<file path="src/rtl/tile_pkg.sv">
// Shared definitions for the tile load scheduler.
//   state_t         : scheduler FSM states
//   DEF_AW / DEF_CW : default address and loop-counter widths
//   OUT_W           : width of the outstanding-read counter
//   TILE_REQS       : requests per tile for the default loop geometry
package tile_pkg;

  typedef enum logic [1:0] {
    IDLE  = 2'd0,
    ISSUE = 2'd1,
    DRAIN = 2'd2,
    FIN   = 2'd3
  } state_t;

  localparam int unsigned DEF_AW = 32;
  localparam int unsigned DEF_CW = 16;
  localparam int unsigned OUT_W  = 8;

  function automatic int unsigned tile_reqs(input int unsigned n0, input int unsigned n1,
                                            input int unsigned n2, input int unsigned n3);
    return n0 * n1 * n2 * n3;
  endfunction

  localparam int unsigned TILE_REQS = tile_reqs(4, 2, 2, 3);

endpackage

</file>
<file path="src/rtl/tile_loop_cnt.sv">
// Four-level nested loop counter (word, column, row, channel).
//   clk, rst         : clock, asynchronous active-high reset
//   clr              : return all levels to zero
//   step             : advance the innermost level by one iteration
//   cnt0..cnt3       : current loop indices, cnt0 innermost
//   wrap[k]          : level k and every level inside it sit at their last
//                      index, so the next step wraps level k to zero
//   last             : every level at its last index (final iteration)
module tile_loop_cnt
  import tile_pkg::*;
#(
  parameter int unsigned CW = DEF_CW,
  parameter int unsigned N0 = 4,
  parameter int unsigned N1 = 2,
  parameter int unsigned N2 = 2,
  parameter int unsigned N3 = 3
) (
  input  logic          clk,
  input  logic          rst,
  input  logic          clr,
  input  logic          step,
  output logic [CW-1:0] cnt0,
  output logic [CW-1:0] cnt1,
  output logic [CW-1:0] cnt2,
  output logic [CW-1:0] cnt3,
  output logic [3:0]    wrap,
  output logic          last
);

  localparam logic [CW-1:0] M0 = CW'(N0 - 1);
  localparam logic [CW-1:0] M1 = CW'(N1 - 1);
  localparam logic [CW-1:0] M2 = CW'(N2 - 1);
  localparam logic [CW-1:0] M3 = CW'(N3 - 1);

  // wrap is cumulative: an outer level only wraps when all inner ones do.
  always_comb begin
    wrap[0] = (cnt0 == M0);
    wrap[1] = wrap[0] && (cnt1 == M1);
    wrap[2] = wrap[1] && (cnt2 == M2);
    wrap[3] = wrap[2] && (cnt3 == M3);
  end

  assign last = wrap[3];

  always_ff @(posedge clk or posedge rst) begin
    if (rst) begin
      cnt0 <= '0;
      cnt1 <= '0;
      cnt2 <= '0;
      cnt3 <= '0;
    end else if (clr) begin
      cnt0 <= '0;
      cnt1 <= '0;
      cnt2 <= '0;
      cnt3 <= '0;
    end else if (step) begin
      cnt0 <= wrap[0] ? '0 : cnt0 + 1'b1;
      if (wrap[0]) cnt1 <= wrap[1] ? '0 : cnt1 + 1'b1;
      if (wrap[1]) cnt2 <= wrap[2] ? '0 : cnt2 + 1'b1;
      if (wrap[2]) cnt3 <= wrap[3] ? '0 : cnt3 + 1'b1;
    end
  end

endmodule

</file>
<file path="src/rtl/tile_load_sched.sv">
// Tile load scheduler: walks a 4-level loop issuing memory read requests
// over a valid/ready port, tracks outstanding reads and pulses done once
// every response has returned.
//   clk, rst          : clock, asynchronous active-high reset
//   start, base_addr  : begin a tile at base_addr (accepted only when idle)
//   abort             : stop issuing and drain; flagged on the done pulse
//   req_valid/ready   : read request handshake, req_addr is the address
//   rsp_valid         : one read response returned
//   busy, done        : activity level and one-cycle completion pulse
//   aborted           : qualifies done when the tile was cut short
module tile_load_sched
  import tile_pkg::*;
#(
  parameter int unsigned AW      = DEF_AW,
  parameter int unsigned CW      = DEF_CW,
  parameter int unsigned N0      = 4,
  parameter int unsigned N1      = 2,
  parameter int unsigned N2      = 2,
  parameter int unsigned N3      = 3,
  parameter int unsigned S1      = 16,
  parameter int unsigned S2      = 64,
  parameter int unsigned S3      = 256,
  parameter int unsigned MAX_OUT = 8
) (
  input  logic          clk,
  input  logic          rst,
  input  logic          start,
  input  logic          abort,
  input  logic [AW-1:0] base_addr,
  output logic          req_valid,
  input  logic          req_ready,
  output logic [AW-1:0] req_addr,
  input  logic          rsp_valid,
  output logic          busy,
  output logic          done,
  output logic          aborted
);

  localparam logic [OUT_W-1:0] MAX_O = OUT_W'(MAX_OUT);

  state_t           state;
  logic [OUT_W-1:0] outstanding;
  logic [OUT_W-1:0] out_next;
  logic             hs;
  logic             rsp_eff;
  logic             start_acc;
  logic [AW-1:0]    rb1, rb2, rb3;
  logic [AW-1:0]    addr_nxt;
  logic [CW-1:0]    cnt0, cnt1, cnt2, cnt3;
  logic [3:0]       wrap;
  logic             last;
  logic             unused_dbg;

  assign start_acc = (state == IDLE) && start;
  assign hs        = req_valid && req_ready;
  // A response with nothing outstanding is stale (e.g. from before a reset).
  assign rsp_eff   = rsp_valid && (outstanding != '0);
  assign out_next  = outstanding + {{(OUT_W-1){1'b0}}, hs} - {{(OUT_W-1){1'b0}}, rsp_eff};

  tile_loop_cnt #(
    .CW (CW),
    .N0 (N0),
    .N1 (N1),
    .N2 (N2),
    .N3 (N3)
  ) u_loop (
    .clk  (clk),
    .rst  (rst),
    .clr  (start_acc),
    .step (hs),
    .cnt0 (cnt0),
    .cnt1 (cnt1),
    .cnt2 (cnt2),
    .cnt3 (cnt3),
    .wrap (wrap),
    .last (last)
  );

  // Loop indices are only needed for debug visibility; the address is
  // derived from the wrap flags alone.
  assign unused_dbg = ^{cnt0, cnt1, cnt2, cnt3, wrap[3]};

  // Next address: the outermost level that advances adds its stride to its
  // own row base; otherwise step to the next word.
  always_comb begin
    if (wrap[2])      addr_nxt = rb3 + AW'(S3);
    else if (wrap[1]) addr_nxt = rb2 + AW'(S2);
    else if (wrap[0]) addr_nxt = rb1 + AW'(S1);
    else              addr_nxt = req_addr + 1'b1;
  end

  // Row bases: an advancing level reloads its own base and every inner one.
  always_ff @(posedge clk) begin
    if (start_acc) begin
      rb1 <= base_addr;
      rb2 <= base_addr;
      rb3 <= base_addr;
    end else if (hs) begin
      if (wrap[2]) rb3 <= addr_nxt;
      if (wrap[1]) rb2 <= addr_nxt;
      if (wrap[0]) rb1 <= addr_nxt;
    end
  end

  always_ff @(posedge clk or posedge rst) begin
    if (rst) begin
      state       <= IDLE;
      req_valid   <= 1'b0;
      req_addr    <= '0;
      busy        <= 1'b0;
      done        <= 1'b0;
      aborted     <= 1'b0;
      outstanding <= '0;
    end else begin
      outstanding <= out_next;
      done        <= 1'b0;
      case (state)
        IDLE: begin
          if (start) begin
            state     <= ISSUE;
            req_addr  <= base_addr;
            aborted   <= 1'b0;
            busy      <= 1'b1;
            req_valid <= (out_next < MAX_O);
          end
        end
        ISSUE: begin
          if (hs && !last) req_addr <= addr_nxt;
          // A handshake coinciding with abort still counts as issued.
          if (abort || (hs && last)) begin
            state     <= DRAIN;
            req_valid <= 1'b0;
            if (abort) aborted <= 1'b1;
          end else begin
            req_valid <= (out_next < MAX_O);
          end
        end
        DRAIN: begin
          if (abort) aborted <= 1'b1;
          if (out_next == '0) begin
            state <= FIN;
            done  <= 1'b1;
          end
        end
        FIN: begin
          state <= IDLE;
          busy  <= 1'b0;
        end
        default: state <= IDLE;
      endcase
    end
  end

endmodule
</file>
<file path="config.mk">
export PLATFORM = sky130hd
export DESIGN_NAME = tile_load_sched
export DESIGN_NICKNAME = d
export VERILOG_FILES = /design/src/rtl/tile_pkg.sv /design/src/rtl/tile_loop_cnt.sv /design/src/rtl/tile_load_sched.sv
export SDC_FILE = /design/constraint.sdc
export NUM_CORES = 1
export LEC_CHECK = 0
export CAP_MARGIN = 40
export CORE_MARGIN = 2
export CORE_UTILIZATION = 40
export DETAILED_ROUTE_END_ITERATION = 12
export PLACE_DENSITY = 0.58
export RECOVER_POWER = 50
export SETUP_SLACK_MARGIN = 0.1
export SYNTH_ARGS = -nofsm -noshare
export SYNTH_HDL_FRONTEND = slang
export SYNTH_SLANG_ARGS = --single-unit
</file>
<file path="constraint.sdc">
create_clock -name clk -period 5.6 [get_ports clk]
set_clock_uncertainty 0.05 [all_clocks]
set_input_delay 1.12 -clock clk [delete_from_list [all_inputs] [get_ports clk]]
set_output_delay 1.12 -clock clk [all_outputs]
set_load 0.02 [all_outputs]
</file>
==> out/qor.txt <==
Status = finished, violations left
Failing checks = max-capacitance violations, max-slew violations
Std-Cell Rows = 63
Reg power frac = 37.0%
Max stage delay cell, worst path = and2_0
Core ar. = 29600 um^2
Post-synthesis mux area share = 0.918%
Clock share of power = 21.8%
#FFs+latches synth = 206
Switching Share = 41.5%
Busiest layer in global routing = met2
Worst R2R Start = u_loop.cnt0[0]$_DFFE_PP0P_
Top-area cell type share of the netlist area = 24.0%
I/O Buffers = 73
Clk buf depth = 3
Post-synth ARST share = 53.4%
Met1 usage = 30.3%
Min-Delay Path Class = flop to flop
Share of layout cells above drive strength 1 = 6.14%
Yosys warnings = 0
Final worst path period need = 4.56 ns
R2r endpoint = rb1[30]$_DFFE_PP_
Skew-Pair Late Insertion Delay = 0.53 ns
Initial antenna violation count = 1
Comb pwr share = 41.2%
DRC = 0
Total gr overflow = 0
Post-DP HPWL = 25000 um
Adder-cell share of the synthesized area = 2.88%
Mean post-synth cell area = 9.47 um^2
CP arrival = 4.87 ns
WL/cell = 20.5 um
Post-Synth XOR/XNOR Area = 9.42%
Family with the most delay on the worst path = simple AND/OR/NAND/NOR gates
Worst slew margin = -75.4%
Final Hold Fails = 0
Routability-driven placement congestion ratio = 0.922
Complex-gate fraction of the synthesized area = 13.0%
Total number of vias = 10153
Setup bufs post-CTS = 0
Dominant cell type by area after synthesis = edfxtp_1
Register area share after synthesis = 47.0%
EDFF count, synth = 96
CP max stage delay = 1.35 ns
TritonCTS Sinks = 206
# setup viols final = 0
Top cells by area, synth = edfxtp_1 (24%), dfrtp_1 (23%), xor2_1 (5.0%)
Cts hold-fix bufs = 0
Pre-antenna DRT Iters = 5
RSZ-0062 raised after global routing = false
Worst path cell trace = dlygate4sd3_1, and2_0, a21oi_1, inv_2, nand2b_1, nor4_1, xnor2_1, nor2_1
DIE WIDTH = 177 um
Hold Crit Endpoint = u_loop.cnt3[14]$_DFFE_PP0P_
Worst Max-Slew Pin Slew = 2.62 ns
Most used flip-flop cell after synthesis = dfrtp_1
Area grow syn2layout = 16.2%
Crit path kind = primary input to flop
Worst path buffer plus inverter count = 2
First-pass GRT wire length = 56200 um
H-tree Lvls = 1
Hold path cells = 1
Max Fanout on Critical Path = 27
CP endpoint kind = flop
Worst vdd ir = 0.270 mV
1st-iter DRT viols = 717
Final period utilization = 81.4%
Post-synth cell types = 74
Setup WS post-layout = 1.04 ns
Largest family of logic cells by synthesized area = simple AND/OR/NAND/NOR gates
Num CTS Buffers = 24
Routed Antenna Nets = 0
Origin of the worst min-delay path = u_loop.cnt3[14]$_DFFE_PP0P_
PD cells = 515 nW/um^2
Simple-Gate Fraction of Synth Area = 23.7%
Post-cts resize count = 0
Max cap viols = 5
Total Nets Final = 1399
Largest net degree at the start of global routing = 54
DIE AREA = 31400 um^2
R2R Setup Slk = 1.20 ns
Leakage = 5.27 nW
Synth Cell Area = 12000 um^2
Die height = 177 um
Antenna Cells = 0
Switching power = 0.00299 W
Clk slew on worst S/H paths = 0.06 ns
Global Route Usage Sum = 23.0%
Vias/cell = 5.83
R2R cell count = 8
Final Max Tran Viols = 166
M2 GR Usage = 39.2%
Startpoint Class = primary input
I/O pin total = 74
Cell internal pwr = 0.00420 W
Routed WL = 35800 um
CTS root buffer = clkbuf_16
Initial Util = 40.6%
CTS tree = yes
Fmax = 219 MHz
Post-Syn Instances = 1267
Met3 track demand over resource = 3.20%
CP required = 5.91 ns
Setup Total Neg Slack = 0 ns
Post-synthesis net count = 1332
Vias in the first global route = 9913
Fin Hold WS = 0.466 ns
Setup WS pre-CTS = 0.741 ns
power by group through the flow:
stage                     clock network [W]  registers (W)  logic (W)
after floorplan                           0        0.00267    0.00193
after global placement                    0        0.00267    0.00299
after detailed placement                  0        0.00267    0.00304
after CTS                           0.00159        0.00265    0.00305
after global routing                0.00165        0.00272    0.00327
final                               0.00157        0.00266    0.00296
registers in the layout, summed over array words and instances (netlist names):
name,cells
aborted,1
busy,1
done,1
outstanding,8
rb1,32
rb2,32
rb3,32
req_addr,32
req_valid,1
state,2
u_loop.cnt0,16
u_loop.cnt1,16
u_loop.cnt2,16
u_loop.cnt3,16
stage by stage:
stage	util, %	instances	area [um^2]	power (W)
final	47.2	1741	13900	0.00719
after global routing	47.2	1741	13900	0.00764
after CTS	47.3	1741	14000	0.00729
after detailed placement	44.7	1698	13200	0.00571
after global placement	44.6	1695	13200	0.00566
after floorplan	-	1267	12000	0.00460
cells in the mapped netlist, drive strengths merged, types with 5 or more instances:
master and instances:
a221o 8, xor2 69, a211oi 11, mux2 5, nor3 32, mux2i 5
nand4 50, o21ai 78, a22oi 5, o22ai 18, xnor2 60, o41ai 5
or4 5, a31oi 14, or3 5, buf 16, o31ai 13, dfrtp 110
a21o 7, nand3 72, nand2 126, nand2b 11, ha 26, and2 8
nor3b 27, clkbuf 39, nor4 33, a21oi 59, or2 5, and4 15
nor2b 5, inv 42, edfxtp 96, and3 32, nor2 116, o211ai 6
worst max-delay path by stage:
stage | startpoint | endpoint | cells after the start | slack (ns)
after detailed placement | req_ready | state[1]$_DFFE_PP0P_ | 15 | 0.74
after CTS | req_ready | state[1]$_DFFE_PP0P_ | 15 | 1.30
after global placement | req_ready | state[1]$_DFFE_PP0P_ | 15 | 0.86
after floorplan | rst | aborted$_DFFE_PP0P_ | 1 | 1.53
after global routing | start | u_loop.cnt1[15]$_DFFE_PP0P_ | 8 | 0.66
final | start | u_loop.cnt1[15]$_DFFE_PP0P_ | 8 | 1.04
per-layer routing:
layer	vias to the layer above	wire length [um]
met5	-	0
met3	53	2190
li1	4782	-
met2	314	17400
met1	5004	15200
met4	0	996
layout make-up:
cell class	count	area, um^2
fill	2839	15600
inverter	42	159
tap	390	488
sequential	206	5640
multi-input combinational	964	6000
clock inverter	16	150
timing repair buffer	96	881
clock buffer	27	632
cell families after synthesis:
| logic type | Yosys count |
|---|---|
| xor+xnor | 129 |
| flops | 206 |
| fa+ha+maj | 27 |
| compound gates | 248 |
| simple gates | 550 |
| buf+inv | 97 |
| mux | 10 |
worst reg2reg max path, cell delays in order (launching register included):
cell and delay [ns]:
dfrtp_1 0.39, ha_1 0.20, nor3b_1 0.27, and4_1 0.68
clkbuf_1 0.84, nand2_1 0.79, nor4_1 0.50, a211o_1 0.21
o21ai_1 0.12
placed cells by master, fill, tap and decap left out, drive strengths merged, types with 18 or more instances in the layout:
cell type / Yosys / layout
and3: 32 / 32
o22ai: 18 / 18
xnor2: 60 / 60
nor4: 33 / 33
xor2: 69 / 69
nand4: 50 / 50
a21oi: 59 / 59
clkbuf: 39 / 33
nor3b: 27 / 27
dfrtp: 110 / 110
nand2: 126 / 126
ha: 26 / 26
dlygate4sd3: 0 / 39
nor3: 32 / 32
o21ai: 78 / 78
nor2: 116 / 116
inv: 42 / 41
clkdlybuf4s50: 0 / 34
nand3: 72 / 72
edfxtp: 96 / 96
Power figures use the tool's default switching activity.
